[src/rtl/babbage_pkg.sv]
// Shared definitions for the Babbage difference-engine front end.
package babbage_pkg;

    localparam int N_W = 6;

    typedef enum logic [1:0] {
        ST_IDLE  = 2'd0,
        ST_ISSUE = 2'd1,
        ST_WAIT  = 2'd2,
        ST_DWELL = 2'd3
    } req_state_e;

endpackage

[src/rtl/rise_edge_det.sv]
// Registered rising-edge detector: rise_o is high while sig_i=1 and the previous sample was 0.
module rise_edge_det (
    input  logic clk_i,
    input  logic rst_ni,
    input  logic sig_i,
    output logic rise_o
);

    logic sig_q;

    always_ff @(posedge clk_i) begin
        if (!rst_ni) begin
            sig_q <= 1'b0;
        end else begin
            sig_q <= sig_i;
        end
    end

    assign rise_o = sig_i & ~sig_q;

endmodule

[src/rtl/babbage_req_ctrl.sv]
// Request controller: turns button presses into single or sweeping engine evaluations,
// with range checking, engine timeout and sweep abort.
module babbage_req_ctrl
    import babbage_pkg::*;
#(
    parameter int N_MAX   = 63,
    parameter int DWELL   = 50_000_000,
    parameter int TIMEOUT = 1_000_000
) (
    input  logic           clk,
    input  logic           rst_n,
    input  logic           btn,
    input  logic           mode_sweep,
    input  logic [N_W-1:0] n_sw,
    input  logic           eng_done,
    output logic           eng_start,
    output logic [N_W-1:0] eng_n,
    output logic           busy,
    output logic           done_tick,
    output logic           err_range,
    output logic           err_timeout
);

    localparam int DW_W = $clog2(DWELL + 1);
    localparam int TO_W = $clog2(TIMEOUT + 1);
    localparam logic [DW_W-1:0] DW_LAST = DW_W'(DWELL - 1);
    localparam logic [TO_W-1:0] TO_LAST = TO_W'(TIMEOUT - 1);

    req_state_e     state_q, state_d;
    logic [N_W-1:0] eng_n_q, eng_n_d;
    logic [N_W-1:0] bound_q, bound_d;
    logic           sweep_q, sweep_d;
    logic           abort_q, abort_d;
    logic           done_q, done_d;
    logic           err_range_q, err_range_d;
    logic           err_to_q, err_to_d;
    logic [DW_W-1:0] dw_cnt_q, dw_cnt_d;
    logic [TO_W-1:0] to_cnt_q, to_cnt_d;
    logic           rise;

    rise_edge_det u_btn_edge (
        .clk_i  (clk),
        .rst_ni (rst_n),
        .sig_i  (btn),
        .rise_o (rise)
    );

    always_ff @(posedge clk) begin
        if (!rst_n) begin
            state_q     <= ST_IDLE;
            eng_n_q     <= '0;
            bound_q     <= '0;
            sweep_q     <= 1'b0;
            abort_q     <= 1'b0;
            done_q      <= 1'b0;
            err_range_q <= 1'b0;
            err_to_q    <= 1'b0;
            dw_cnt_q    <= '0;
            to_cnt_q    <= '0;
        end else begin
            state_q     <= state_d;
            eng_n_q     <= eng_n_d;
            bound_q     <= bound_d;
            sweep_q     <= sweep_d;
            abort_q     <= abort_d;
            done_q      <= done_d;
            err_range_q <= err_range_d;
            err_to_q    <= err_to_d;
            dw_cnt_q    <= dw_cnt_d;
            to_cnt_q    <= to_cnt_d;
        end
    end

    // Counters default to zero so they restart on every state entry.
    always_comb begin
        state_d     = state_q;
        eng_n_d     = eng_n_q;
        bound_d     = bound_q;
        sweep_d     = sweep_q;
        abort_d     = abort_q;
        done_d      = 1'b0;
        err_range_d = err_range_q;
        err_to_d    = err_to_q;
        dw_cnt_d    = '0;
        to_cnt_d    = '0;

        case (state_q)
            ST_IDLE: begin
                abort_d = 1'b0;
                if (rise) begin
                    if (int'(n_sw) > N_MAX) begin
                        err_range_d = 1'b1;
                    end else begin
                        err_range_d = 1'b0;
                        err_to_d    = 1'b0;
                        sweep_d     = mode_sweep;
                        bound_d     = n_sw;
                        eng_n_d     = mode_sweep ? '0 : n_sw;
                        state_d     = ST_ISSUE;
                    end
                end
            end
            ST_ISSUE: begin
                state_d = ST_WAIT;
            end
            ST_WAIT: begin
                to_cnt_d = to_cnt_q + 1'b1;
                if (sweep_q && rise) begin
                    abort_d = 1'b1;
                end
                // A reply in the final timeout cycle still counts as success.
                if (eng_done) begin
                    if (!sweep_q) begin
                        done_d  = 1'b1;
                        state_d = ST_IDLE;
                    end else if (abort_d) begin
                        state_d = ST_IDLE;
                    end else begin
                        state_d = ST_DWELL;
                    end
                end else if (to_cnt_q == TO_LAST) begin
                    err_to_d = 1'b1;
                    state_d  = ST_IDLE;
                end
            end
            ST_DWELL: begin
                dw_cnt_d = dw_cnt_q + 1'b1;
                if (rise) begin
                    abort_d = 1'b1;
                end
                if (dw_cnt_q == DW_LAST) begin
                    if (abort_d) begin
                        state_d = ST_IDLE;
                    end else if (eng_n_q < bound_q) begin
                        eng_n_d = eng_n_q + 1'b1;
                        state_d = ST_ISSUE;
                    end else begin
                        done_d  = 1'b1;
                        state_d = ST_IDLE;
                    end
                end
            end
            default: begin
                state_d = ST_IDLE;
            end
        endcase
    end

    assign eng_start   = (state_q == ST_ISSUE);
    assign eng_n       = eng_n_q;
    assign busy        = (state_q != ST_IDLE);
    assign done_tick   = done_q;
    assign err_range   = err_range_q;
    assign err_timeout = err_to_q;

endmodule

[config.mk]
export PLATFORM = sky130hd
export DESIGN_NAME = babbage_req_ctrl
export DESIGN_NICKNAME = d
export VERILOG_FILES = /design/src/rtl/babbage_pkg.sv /design/src/rtl/rise_edge_det.sv /design/src/rtl/babbage_req_ctrl.sv
export SDC_FILE = /design/constraint.sdc
export NUM_CORES = 1
export LEC_CHECK = 0
export ABC_AREA = 1
export CORE_AREA = 4 4 82 84
export DETAILED_ROUTE_END_ITERATION = 7
export DIE_AREA = 0 0 86 88
export DONT_BUFFER_PORTS = 1
export PLACE_DENSITY = 0.85
export SETUP_SLACK_MARGIN = 0.1
export SYNTH_ARGS = -nofsm -noshare
export SYNTH_HDL_FRONTEND = slang
export SYNTH_SLANG_ARGS = --single-unit
[constraint.sdc]
create_clock -name clk -period 2 [get_ports clk]
set_input_delay 0.4 -clock clk [delete_from_list [all_inputs] [get_ports clk]]
set_output_delay 0.4 -clock clk [all_outputs]
set_load 0.05 [all_outputs]
# Yosys cells after proc, flatten, opt, wreduce, memory -nomap -nowiden
# Index checks and enable logic that the tools add are counted.
# W data, S select, Z words.
classes:
  mux: 30
  bitwise: 2
  n_shift: 0
  n_eq_ne: 12
  multipliers: 0
  addsub: 3
  order_cmp: 1
  n_div: 0
  reduce_logical: 12
op_table:
  columns: ["cell", "count"]
  rows:
  - ["$mux W6", 5]
  - ["$add A26 B1 Y26 const B", 1]
  - ["$eq A26 B26 Y1 const B", 1]
  - ["$add A20 B1 Y20 const B", 1]
  - ["$eq A20 B20 Y1 const B", 1]
  - ["$mux W1", 14]
  - ["$mux W2", 6]
  - ["$ne A2 B2 Y1 const B", 6]
  - ["$pmux W6 S2", 1]
  - ["$pmux W2 S4", 1]
  - ["$add A6 B1 Y6 const B", 1]
  - ["$lt A6 B6 Y1", 1]
  - ["$reduce_and A2 Y1", 3]
  - ["$reduce_bool A2 Y1", 3]
  - ["$reduce_and A5 Y1", 1]
  - ["$eq A2 B2 Y1 const B", 2]
  - ["$pmux W1 S2", 2]
  - ["$reduce_and A4 Y1", 1]
  - ["$ne A3 B3 Y1 const B", 1]
  - ["$pmux W1 S3", 1]
  - ["$reduce_and A3 Y1", 1]
  - ["$reduce_bool A3 Y1", 1]
  - ["$eq A2 B1 Y1 const B", 1]
  - ["$logic_not A2 Y1", 1]
  - ["other kinds (3)", 3]
word_totals:
  wordCells: 70
  inputBits: 11
  memories: 0
  latch_bits: 0
  regBits: 65
  romBits: 0
  mem_bits_rw: 0

# Logic depth before layout (Yosys ltp)
depth:
  word_depth: 9
  depth_mapped: 11
  ltp_nobuf: 11

# Hierarchy
# A second synthesis with hierarchy kept.
unflattened:
  hier_cells: 512
  area_unflattened_um2: 3549.7
by_module_without_submodules:
  columns: ["module", "cells_per_inst", "instances", "area_per_inst_um2"]
  rows:
  - ["babbage_req_ctrl", 507, 1, 3512.1]
  - ["rise_edge_det", 5, 1, 37.5]

# Least setup slack after synthesis
# OpenSTA, ideal clock, no wires.
synth_timing:
  path_type: "register -> register"
  start: "register eng_n_q[3], in the netlist eng_n[3]"
  end: "register eng_n_q[3], in the netlist eng_n[3]"
  setup_time_ps: 113
  synth_period_minus_slack_ps: 1871
  t_arrival_ps: 1758
  path_slack_ps: 129
  path_stages_with_launch: 10
  path_buffers: 0
  path_cell_list: "dfxtp_1 > ha_1 > nand2_1 > nand2_1 > a21oi_1 > nand3_1 > nand2_2 > nand3_4 > nor2_1 > nor2_1"
synth_between:
  elab_chain_len: 5
  word_cells_on_any_way: 8
  cone_classes: "add/sub (1); order compare (1); eq/ne (1); mux (4); reduce/logical (1)"
synth_rtl:
  columns: ["element", "line", "rtl"]
  rows:
  - ["from (decl)", "babbage_req_ctrl.sv:30", "logic [N_W-1:0] eng_n_q, eng_n_d;"]
  - ["from (signal assigned)", "babbage_req_ctrl.sv:62", "eng_n_q <= eng_n_d;"]
  - ["$add A6 B1 Y6", "babbage_req_ctrl.sv:135", "eng_n_d = eng_n_q + 1'b1;"]
  - ["$mux W6", "babbage_req_ctrl.sv:134", "end else if (eng_n_q < bound_q) begin"]
  - ["$mux W6", "babbage_req_ctrl.sv:132", "if (abort_d) begin"]
  - ["$mux W6", "babbage_req_ctrl.sv:131", "if (dw_cnt_q == DW_LAST) begin"]
  - ["$pmux W6 S2", "babbage_req_ctrl.sv:87", "case (state_q)"]
# Several ways; a longest one is shown, not always the timed one. The select of a mux whose other input is x is not followed.
# A chain may end at the register's enable or synchronous reset.

# Worst setup path in the final report
layout_timing:
  start: "register bound_q[5]"
  end: "register eng_n_q[1], in the netlist eng_n[1]"
layout_between:
  elab_chain_len: 3
layout_rtl:
  columns: ["element", "line", "rtl"]
  rows:
  - ["from (decl)", "babbage_req_ctrl.sv:31", "logic [N_W-1:0] bound_q, bound_d;"]
  - ["from (signal assigned)", "babbage_req_ctrl.sv:63", "bound_q <= bound_d;"]
  - ["$lt A6 B6 Y1", "babbage_req_ctrl.sv:134", null]
  - ["$ne A2 B2 Y1 (no source line)", null, null]
  - ["$reduce_and A5 Y1 (no source line)", null, null]
# No other way between the ends.

==> results.txt <==
P per Cell Area = 1020 nW/µm²
Crit path DAT = 1.93 ns
Synth Flop Type = dfxtp_1
Reg2reg start = bound_q[5]
IO Pins = 22
LEAKAGE = 1.54 nW
Post-synth top area cell = dfxtp_1
Startpoint types = flop
Dpl cell area = 3660 µm²
Initial antenna violation count = 0
Synth Warn # = 0
Async set-reset flop share out of synthesis = 0%
Power share of the clock group = 25.6%
Clk sinks = 65
Worst hold start = btn
Final #Nets = 557
Post-Synth Simple-Gate Area = 37.2%
CTS buffer count = 9
Synth top area share = 36.7%
Root Buffer = clkbuf_8
Die footprint = 7570 µm²
Post-layout min period = 1.64 ns
Setup TNS = 0 ns
Seq/Total Area, Yosys = 36.7%
Share of synthesized cell area in full adder, half adder and majority cells = 2.82%
Top post-synthesis cells by count = 105 x nand2_1, 75 x inv_1, 73 x nor2_1, 65 x dfxtp_1, 38 x a21oi_1
Final setup violation count = 0
Flop pwr share = 39.4%
Highest Clock Rate = 610 MHz
DR WL/cell = 11.8 µm
Syn Nets = 544
Area growth from synthesis to layout = 8.33%
Cells after DPL = 602
RSZ-0062 raised after global routing = false
Post-DP HPWL = 5560 µm
Residual overflow from global routing = 0
CTS clock-pin slew for the worst setup and hold paths = 0.07 ns
Slew @ Worst Pin = 0.506 ns
Synthesis-stage register bit count = 65
Vias in the first global route = 3,012
Drt total wl = 7280 µm
VDD IR max = 0.000956 V
Core area = 5920 µm²
Die Height = 88 µm
Largest family of logic cells by synthesized area = simple AND/OR/NAND/NOR gates
Distinct cells, synth = 37
Diode count = 0
Via density = 5.26
WP data required = 2.29 ns
Initial core utilization = 59.9%
Final Skew = 0.00891 ns
Slew margin rel. = 66.2%
# DRC = 0
Post-synth EDFFs = 0
Clk buf depth = 2
# fillers = 514
PortBufs = 0
Post-synthesis mux area share = 0%
Finished Layout Cells = 618
Crit Path Class = flop to flop
Mean Syn Cell Area = 6.75 µm²
Tcrit/Tclk final = 82.0%
Final hold vios = 0
H-tree Lvls = 3
Std cell rows = 28
# hold bufs at CTS = 0
Die X-Extent = 86 µm
Status = finished clean
HP Class = primary input to flop
Initial DRC count = 183
Cell with the most instances after synthesis = nand2_1
Final Max Slew Viols = 0
Largest net degree at the start of global routing = 19
Post-Layout Inst Area = 3840 µm²
Cell Area, Synth = 3540 µm²
First-pass GRT wire length = 12,700 µm
WHS Endpoint = u_btn_edge.sig_q
Worst reg-to-reg setup slack = 0.36 ns
Synth Area in Compound Gates = 12.0%
GP Congestion = 0.866
Cells taking the most area after synthesis = dfxtp_1 37%, nand2_1 11%, inv_1 7.9%, nor2_1 7.7%, a21oi_1 5.4%
Post-synthesis xor/xnor area fraction = 0.741%
Hold Crit Depth = 2
Setup Buffers After CTS = 0
Combinational power share = 35.0%
Crit Path Max Fanout = 7
R2R depth = 11
Share of layout cells above drive strength 1 = 12.0%
Vias post-DR = 3,249
Critical Path End Type = flop
CTS tree = done
ANT nets after route = 0
Clk_lat worst skew = 0.35 ns
Net Switching = 0.00157 W
Reg-to-reg endpoint = eng_n[1]
Net Sw Frac = 40.0%
Design internal power = 0.00235 W
Mapped Cells = 525
Max-cap violations = 0
GRT Overall Usage = 21.2%
Resized cells post-CTS = 0
1st-pass router iterations = 4
==> cell type report <==
type / count / area [µm²] / area share, %
clock buffer: 14 / 163 / 4.24
sequential: 65 / 1300 / 33.9
timing repair buffer: 8 / 60.1 / 1.56
clock inverter: 2 / 12.5 / 0.326
inverter: 89 / 334 / 8.70
tap: 75 / 93.8 / 2.44
multi-input combinational: 365 / 1880 / 48.8
==> kinds of logic after synthesis <==
family | after synthesis
compound gates | 81
xor+xnor | 3
fa+ha+maj | 8
buf+inv | 95
flops | 65
other cells | 1
simple gates | 272
==> metal layers <==
| layer | routed length (µm) | share of wire, % | vias up | GRT usage (%) |
|---|---|---|---|---|
| met3 | 415 | 5.7 | 18 | 6.11 |
| li1 | - | - | 1705 | - |
| met5 | 0 | 0 | - | 0 |
| met4 | 190 | 2.6 | 0 | 11.4 |
| met2 | 3370 | 46 | 78 | 34.8 |
| met1 | 3300 | 45 | 1448 | 25.1 |
==> registers in the layout, indices dropped and copies added (netlist names) <==
register,count
eng_n,6
err_timeout,1
state_q,2
to_cnt_q,20
sweep_q,1
bound_q,6
done_tick,1
u_btn_edge.sig_q,1
abort_q,1
dw_cnt_q,26
==> per-stage QoR <==
stage / util [%] / setup WS (ns) / total power, W / hold slack, ns
3_5_place_dp: 61.9 / 0.366 / 0.00294 / 0.442
5_1_grt: 64.9 / 0.124 / 0.00421 / 0.148
3_3_place_gp: 61.9 / 0.459 / 0.00290 / 0.428
2_1_floorplan: - / 0.129 / 0.00263 / 0.418
6_report: 64.9 / 0.360 / 0.00392 / 0.145
4_1_cts: 64.9 / 0.321 / 0.00395 / 0.127
==> worst max-delay path: stages, from the launching register on <==
cell     delay [ns]
dfxtp_1        0.31
inv_1          0.05
ha_1           0.29
nand2_1        0.09
inv_1          0.04
a21oi_1        0.17
nand3_1        0.13
nand2_2        0.15
nand3_4        0.12
nand2_1        0.10
inv_1          0.04
nor2_1         0.08
==> placed cells by master, fill, tap and decap left out, types with 3 or more instances in the layout <==
| cell | n |
|---|---|
| nor2_2 | 8 |
| nand2_4 | 4 |
| nand3_2 | 3 |
| nor3_1 | 21 |
| inv_2 | 13 |
| dfxtp_1 | 65 |
| nand2_1 | 105 |
| nand4_1 | 14 |
| o21a_1 | 3 |
| buf_4 | 8 |
| nand3_1 | 21 |
| or2_0 | 4 |
| o21ai_1 | 12 |
| nor2_1 | 73 |
| nand2_2 | 3 |
| o21ai_0 | 22 |
| inv_1 | 75 |
| clkbuf_8 | 11 |
| ha_1 | 8 |
| nor3_2 | 4 |
| clkbuf_1 | 3 |
| a21oi_1 | 38 |
| nor2_4 | 5 |
==> worst max path at each step <==
stage / start / to / slack [ns] / cells past startpoint
3_3_place_gp: bound_q[5] / eng_n[3] / 0.46 / 10
6_report: bound_q[5] / eng_n[1] / 0.36 / 11
5_1_grt: bound_q[5] / eng_n[1] / 0.12 / 11
3_5_place_dp: bound_q[5] / eng_n[1] / 0.37 / 11
2_1_floorplan: eng_n[3] / eng_n[3] / 0.13 / 9
4_1_cts: state_q[0] / eng_start / 0.32 / 3
==> power by group through the flow <==
stage	registers (W)	logic, W	clock network [W]
global route	0.00156	0.00156	0.00109
global placement	0.00157	0.00133	0
floorplan	0.00178	0.000842	0
CTS	0.00155	0.00137	0.00103
detailed placement	0.00157	0.00137	0
finish	0.00154	0.00137	0.00100
Power figures use the tool's default switching activity.
